## src/rtl/fb_pkg.sv

```systemverilog
// Shared constants, state encoding and pixel address helper for the framebuffer pixel sink.
package fb_pkg;

  localparam int X_SCREEN_PIXELS = 160;
  localparam int Y_SCREEN_PIXELS = 120;
  localparam int FB_WORDS        = X_SCREEN_PIXELS * Y_SCREEN_PIXELS;
  localparam int ADDR_W          = 15;
  localparam int COLOUR_W        = 3;

  typedef enum logic [1:0] {
    S_RUN   = 2'd0,
    S_DRAIN = 2'd1,
    S_CLEAR = 2'd2
  } fb_state_e;

  // y*160 + x built from shifts so no multiplier is needed.
  function automatic logic [ADDR_W-1:0] pixel_addr(input logic [7:0] px, input logic [6:0] py);
    logic [ADDR_W-1:0] w_y;
    w_y = ADDR_W'(py);
    return (w_y << 7) + (w_y << 5) + ADDR_W'(px);
  endfunction

endpackage

```

## src/rtl/fb_write_fifo.sv

```systemverilog
// Small synchronous FIFO holding pending {addr, colour} framebuffer writes.
module fb_write_fifo #(
  parameter int WIDTH = 18,
  parameter int DEPTH = 4
) (
  input  logic                       clk,
  input  logic                       reset,
  input  logic                       i_push,
  input  logic [WIDTH-1:0]           i_din,
  input  logic                       i_pop,
  output logic [WIDTH-1:0]           o_head,
  output logic [$clog2(DEPTH):0]     o_level,
  output logic                       o_empty
);

  localparam int PTR_W = $clog2(DEPTH);
  localparam int LVL_W = PTR_W + 1;

  logic [WIDTH-1:0] r_mem [DEPTH];
  logic [PTR_W-1:0] r_wr_ptr;
  logic [PTR_W-1:0] r_rd_ptr;
  logic [LVL_W-1:0] r_level;
  logic             w_full;
  logic             w_push;
  logic             w_pop;

  assign w_full  = (r_level == LVL_W'(DEPTH));
  assign o_empty = (r_level == '0);
  assign w_push  = i_push && !w_full;
  assign w_pop   = i_pop && !o_empty;
  assign o_head  = r_mem[r_rd_ptr];
  assign o_level = r_level;

  // NOTE: storage has no reset; the level/pointers alone define which entries are valid.
  always_ff @(posedge clk) begin
    if (w_push) r_mem[r_wr_ptr] <= i_din;
  end

  // NOTE: sequential state uses non-blocking assignments so every flop samples pre-edge values.
  always_ff @(posedge clk) begin
    if (reset) begin
      r_wr_ptr <= '0;
      r_rd_ptr <= '0;
      r_level  <= '0;
    end else begin
      if (w_push) r_wr_ptr <= r_wr_ptr + PTR_W'(1);
      if (w_pop)  r_rd_ptr <= r_rd_ptr + PTR_W'(1);
      case ({w_push, w_pop})
        2'b10:   r_level <= r_level + LVL_W'(1);
        2'b01:   r_level <= r_level - LVL_W'(1);
        default: r_level <= r_level;
      endcase
    end
  end

endmodule

```

## src/rtl/fb_pixel_sink.sv

```systemverilog
// Pixel-plot sink: clips and addresses plots, queues them, and shares the single-port
// framebuffer RAM between scan-out reads, a hardware clear and queued writes.
module fb_pixel_sink
  import fb_pkg::*;
#(
  parameter int FIFO_DEPTH = 4
) (
  input  logic                        clk,
  input  logic                        reset,
  input  logic [7:0]                  x,
  input  logic [6:0]                  y,
  input  logic [COLOUR_W-1:0]         colour,
  input  logic                        plot,
  output logic                        ready,
  input  logic                        clear_req,
  input  logic [COLOUR_W-1:0]         clear_colour,
  output logic                        clear_done,
  input  logic                        scan_req,
  input  logic [ADDR_W-1:0]           scan_addr,
  output logic                        scan_valid,
  output logic [COLOUR_W-1:0]         scan_colour,
  output logic [ADDR_W-1:0]           mem_addr,
  output logic [COLOUR_W-1:0]         mem_wdata,
  output logic                        mem_we,
  input  logic [COLOUR_W-1:0]         mem_rdata,
  output logic [$clog2(FIFO_DEPTH):0] fifo_level,
  output logic [7:0]                  clipped_count
);

  localparam int LVL_W   = $clog2(FIFO_DEPTH) + 1;
  localparam int ENTRY_W = ADDR_W + COLOUR_W;

  fb_state_e           r_state;
  logic [ADDR_W-1:0]   r_clr_cnt;
  logic [COLOUR_W-1:0] r_clr_colour;
  logic                r_clear_done;
  logic                r_scan_valid;
  logic [7:0]          r_clipped;

  logic                w_accept;
  logic                w_onscreen;
  logic                w_push;
  logic                w_pop;
  logic                w_clear_wr;
  logic                w_fifo_empty;
  logic [LVL_W-1:0]    w_level;
  logic [ENTRY_W-1:0]  w_din;
  logic [ENTRY_W-1:0]  w_head;

  assign ready      = (r_state == S_RUN) && (w_level != LVL_W'(FIFO_DEPTH));
  assign w_accept   = plot && ready;
  assign w_onscreen = (x < 8'(X_SCREEN_PIXELS)) && (y < 7'(Y_SCREEN_PIXELS));
  assign w_push     = w_accept && w_onscreen;
  assign w_din      = {pixel_addr(x, y), colour};

  fb_write_fifo #(
    .WIDTH (ENTRY_W),
    .DEPTH (FIFO_DEPTH)
  ) u_fifo (
    .clk     (clk),
    .reset   (reset),
    .i_push  (w_push),
    .i_din   (w_din),
    .i_pop   (w_pop),
    .o_head  (w_head),
    .o_level (w_level),
    .o_empty (w_fifo_empty)
  );

  // Port arbiter: scan-out, then clear, then queued writes.
  // NOTE: every signal gets a default before the if-chain so no latch is inferred.
  always_comb begin
    mem_addr   = scan_addr;
    mem_wdata  = '0;
    mem_we     = 1'b0;
    w_pop      = 1'b0;
    w_clear_wr = 1'b0;
    if (scan_req) begin
      mem_we = 1'b0;
    end else if (r_state == S_CLEAR) begin
      mem_we     = 1'b1;
      mem_addr   = r_clr_cnt;
      mem_wdata  = r_clr_colour;
      w_clear_wr = 1'b1;
    end else if (!w_fifo_empty) begin
      mem_we    = 1'b1;
      mem_addr  = w_head[ENTRY_W-1:COLOUR_W];
      mem_wdata = w_head[COLOUR_W-1:0];
      w_pop     = 1'b1;
    end
  end

  always_ff @(posedge clk) begin
    if (reset) begin
      r_state      <= S_RUN;
      r_clr_cnt    <= '0;
      r_clr_colour <= '0;
      r_clear_done <= 1'b0;
      r_scan_valid <= 1'b0;
      r_clipped    <= '0;
    end else begin
      r_scan_valid <= scan_req;
      r_clear_done <= 1'b0;
      if (w_accept && !w_onscreen && (r_clipped != 8'hFF))
        r_clipped <= r_clipped + 8'd1;
      case (r_state)
        S_RUN: begin
          if (clear_req) begin
            r_clr_colour <= clear_colour;
            r_state      <= S_DRAIN;
          end
        end
        S_DRAIN: begin
          if (w_level == '0) begin
            r_clr_cnt <= '0;
            r_state   <= S_CLEAR;
          end
        end
        S_CLEAR: begin
          if (w_clear_wr) begin
            if (r_clr_cnt == ADDR_W'(FB_WORDS - 1)) begin
              r_clear_done <= 1'b1;
              r_clr_cnt    <= '0;
              r_state      <= S_RUN;
            end else begin
              r_clr_cnt <= r_clr_cnt + ADDR_W'(1);
            end
          end
        end
        default: r_state <= S_RUN;
      endcase
    end
  end

  assign clear_done    = r_clear_done;
  assign scan_valid    = r_scan_valid;
  assign scan_colour   = mem_rdata;
  assign fifo_level    = w_level;
  assign clipped_count = r_clipped;

endmodule

```

## config.mk

```make
export PLATFORM = sky130hd
export DESIGN_NAME = fb_pixel_sink
export DESIGN_NICKNAME = d
export VERILOG_FILES = /design/src/rtl/fb_pkg.sv /design/src/rtl/fb_write_fifo.sv /design/src/rtl/fb_pixel_sink.sv
export SDC_FILE = /design/constraint.sdc
export NUM_CORES = 1
export LEC_CHECK = 0
export ABC_AREA = 1
export BUFFER_PORTS_ARGS = -buffer_cell sky130_fd_sc_hd__buf_2
export CAP_MARGIN = 30
export CORE_MARGIN = 2
export CORE_UTILIZATION = 25
export CTS_CLUSTER_DIAMETER = 60
export CTS_CLUSTER_SIZE = 20
export DETAILED_ROUTE_END_ITERATION = 8
export SETUP_SLACK_MARGIN = 0.05
export SLEW_MARGIN = 10
export SYNTH_ARGS = -nofsm -noshare
export SYNTH_HDL_FRONTEND = slang
export SYNTH_SLANG_ARGS = --single-unit
```

## constraint.sdc

```tcl
create_clock -name clk -period 4.3 [get_ports clk]
set_clock_uncertainty 0.2 [all_clocks]
set_input_delay 0.43 -clock clk [delete_from_list [all_inputs] [get_ports clk]]
set_output_delay 0.43 -clock clk [all_outputs]
set_load 0.01 [all_outputs]
```

==> flow_summary.rst <==
.. list-table::
   :header-rows: 1

   * - Metric
     - Value
   * - Nature of the critical path endpoint
     - primary output
   * - Ys async rst share
     - 0%
   * - Die height
     - 153 µm
   * - Transition time of the tightest slew-check pin
     - 0.610 ns
   * - Number of resized instances in the post-cts repair step
     - 0
   * - Headroom to the max-slew limit
     - about three fifths
   * - Antenna viol nets, final
     - 0
   * - Number of synthesized register bits
     - ~110
   * - Global router's overall resource usage
     - between 10% and 20%
   * - Worst reg2reg path depth
     - 11
   * - Routability Congestion
     - 0.801
   * - Mean number of vias per cell
     - ~4.6
   * - Largest cells by area after synthesis
     - edfxtp_1 39%, dfxtp_1 14%, o21ai_0 6.9%, nor2_1 6.2%, nand2_1 4.6%
   * - Average wire length per cell after detail routing
     - 14.6 µm
   * - Leakage dissipation
     - ~2.5 nW
   * - Reported max-cap violation count
     - 0
   * - Sum of net half-perimeters after detailed placement
     - about 10000 µm
   * - Post-synth top area share
     - 39.0%
   * - Reg-to-reg startpoint
     - u_fifo.o_level[0]
   * - Power per standard cell area
     - between 400 and 500 nW/µm²
   * - TritonCTS Sinks
     - between 100 and 150
   * - Req. time, crit path
     - ~3.7 ns
   * - Number of setup buffers added after CTS
     - 0
   * - Count of vias placed by the detailed router
     - ~4400
   * - Worst-case clock buffer depth
     - 2
   * - Drt pass-1 iters
     - 5
   * - Overall die width
     - around 150 µm
   * - Final number of hold-violating endpoints
     - 0
   * - Path category of the worst min-delay check
     - in2reg
   * - Non-filler instance count after layout
     - roughly 960
   * - Post-synth EDFFs
     - just over 70
   * - Yosys top cell by area
     - edfxtp_1
   * - Count of unique library cells instantiated by Yosys
     - 38
   * - Crit path max fanout
     - 23
   * - Count of hold buffers inserted by post-cts repair
     - 0
   * - Drt total wl
     - between 10000 and 15000 µm
   * - Total placed instance area
     - ~6200 µm²
   * - Arrival @ worst endpoint
     - ~2.3 ns
   * - Post-Layout Inst Area
     - ~6400 µm²
   * - Number of antenna violations at the first check in global routing
     - 0
   * - Diodes inserted
     - 0
   * - Final period utilization
     - 68.4%
   * - Cell with the most instances after synthesis
     - nor2_1
   * - Core box area
     - approximately 22000 µm²
   * - Port buffer count
     - 73
   * - Layout cell share with drive strength beyond 1
     - roughly 18%
   * - Clock-pin transition on the worst setup and hold timing paths
     - about 0.080 ns
   * - Leading register cell type out of synthesis
     - edfxtp_1
   * - Grt total ovfl
     - 0
   * - Overall power after layout
     - roughly 0.0031 W
   * - Via count of the first global-routing pass
     - between 4000 and 5000
   * - Setup ws final
     - roughly 1.4 ns
   * - Post-layout minimum cycle time
     - approximately 3 ns
   * - Status
     - finished clean
   * - Setup_tns
     - 0 ns
   * - Synth cell count leaders
     - 91 x nor2_1, 76 x o21ai_0, 72 x edfxtp_1
   * - Iteration-0 DRC Markers
     - between 300 and 400
   * - Count of synthesis-stage warnings from yosys
     - 0
   * - Overall die area
     - approximately 23000 µm²
   * - Number of rows in the core area
     - 54
   * - Starting Density
     - 25.4%
   * - Pre-CTS setup slack
     - between 1 and 1.5 ns
   * - Startpoint class of the critical path
     - register
   * - Worst setup path class
     - reg2out
   * - Unrepaired setup endpoints after global routing
     - no
   * - Terminus of the critical flop-to-flop path
     - u_fifo.o_level[2]
   * - Clock network latency to the later pin of the worst-skew pair
     - 0.35 ns
   * - Number of setup violations in the final report
     - 0
   * - Layout net count
     - 740
   * - Pin count of the biggest net entering global routing
     - 37
   * - Global-route wire length before repair
     - 22400 µm
   * - DRC Markers
     - 0
   * - Mean Syn Cell Area
     - 9.13 µm²
   * - Final Max Slew Viols
     - 0
   * - Capture point of the worst path
     - mem_addr[10]
   * - Peak ir drop on the vdd network
     - about 0.18 mV
   * - CTS tree
     - done
   * - Area growth from synthesis to layout
     - 16.3%
   * - Cells after DPL
     - between 900 and 1000
   * - Setup slack, reg-to-reg
     - 1.47 ns
   * - Post-synthesis instance total
     - 607
   * - Clock buffer count from CTS
     - 9
   * - H-tree level count
     - 3
   * - Buffer type at the clock tree root
     - clkbuf_16
   * - Net count after synthesis
     - around 670
   * - Timing-limited maximum frequency
     - 340 MHz
   * - I/O pin total
     - 80
   * - Mapped Area
     - 5540 µm²
   * - Register area share after synthesis
     - a little over half
[registers in the layout (all words and copies together) (netlist names), named ones only]
name,flops
u_fifo.o_level,3
r_clr_cnt,15
scan_valid,1
clear_done,1
r_clr_colour,3
u_fifo.r_rd_ptr,2
u_fifo.r_mem,72
clipped_count,8
r_state,2
u_fifo.r_wr_ptr,2
[routing by layer]
metal	vias to the layer above	track usage (%)	share of wire, %
li1	2223	-	-
met1	2049	16.6	47
met2	132	18.7	45
met3	24	3.12	5.9
met4	0	4.67	2.5
met5	-	0	0
[cell usage in the layout (no fill, tap or decap), types with 2 or more instances in the layout]
cell type | netlist | final
nor2_1 | 91 | 91
o21ai_0 | 76 | 76
buf_2 | 7 | 73
edfxtp_1 | 72 | 72
nand2_1 | 68 | 68
inv_1 | 55 | 55
dfxtp_1 | 39 | 39
a21oi_1 | 25 | 25
nand3_1 | 23 | 23
ha_1 | 20 | 20
o22ai_1 | 18 | 18
a22oi_1 | 15 | 15
o21ai_1 | 12 | 12
nor2_2 | 11 | 11
nand4_1 | 11 | 11
xor2_1 | 9 | 9
clkbuf_16 | 0 | 9
inv_2 | 6 | 6
nand2_2 | 6 | 6
buf_4 | 3 | 6
nor3_1 | 4 | 4
a22o_1 | 3 | 3
fa_1 | 3 | 3
xnor2_1 | 2 | 2
nand3b_1 | 2 | 2
or2_0 | 2 | 2
clkinvlp_4 | 0 | 2
inv_8 | 0 | 2
[through the flow]
| stage | utilization, % | hold slack (ns) |
|---|---|---|
| 2_1_floorplan | - | 0.236 |
| 3_3_place_gp | 28.3 | 0.254 |
| 3_5_place_dp | 28.3 | 0.255 |
| 4_1_cts | 29.5 | 0.0717 |
| 5_1_grt | 29.5 | 0.0754 |
| 6_report | 29.5 | 0.0862 |
[power by group]
part | total [W] | internal [W] | leakage, nW | switching, W
logic | 0.00101 | 0.000304 | 1.39 | 0.000708
clock network | 0.000800 | 0.000403 | 0.133 | 0.000397
registers | 0.00131 | 0.00125 | 0.971 | 0.0000560
total | 0.00312 | 0.00196 | 2.49 | 0.00116
[layout make-up]
cell class	count	area (µm²)
Sequential cell	111	2940
Inverter	62	233
Tap cell	280	350
Timing Repair Buffer	79	410
Fill cell	2319	15400
Clock buffer	10	229
Clock inverter	6	51.3
Multi-Input combinational cell	410	2230
[worst max-delay path, cell delays in order, from the launching register on]
cell      delay [ns]
dfxtp_1         0.34
clkinv_1        0.48
buf_4           0.40
o21ai_0         0.17
o22ai_1         0.13
nor2_1          0.18
o21ai_1         0.10
buf_2           0.15
[logic make-up (layout without fill, tap and decap cells)]
family	Yosys count	in the layout	synth area share [%]
compound gates	155	155	15.6
fa+ha+maj	23	23	5.60
simple gates	221	221	17.4
flops	111	111	53.1
buf+inv	86	157	6.64
xor+xnor	11	11	1.74
[worst min path at each step]
stage	endpoint	slack, ns	depth (start not counted)	start
2_1_floorplan	register	0.24	2	u_fifo.r_rd_ptr[1]
3_3_place_gp	register	0.25	1	u_fifo.r_rd_ptr[0]
3_5_place_dp	u_fifo.r_rd_ptr[1]	0.25	2	u_fifo.r_rd_ptr[1]
4_1_cts	u_fifo.r_mem[0][1]	0.07	1	colour[1]
5_1_grt	u_fifo.r_mem[1][0]	0.08	1	colour[0]
6_report	u_fifo.r_mem[0][1]	0.09	1	colour[1]
(Power assumes the default switching activity.)
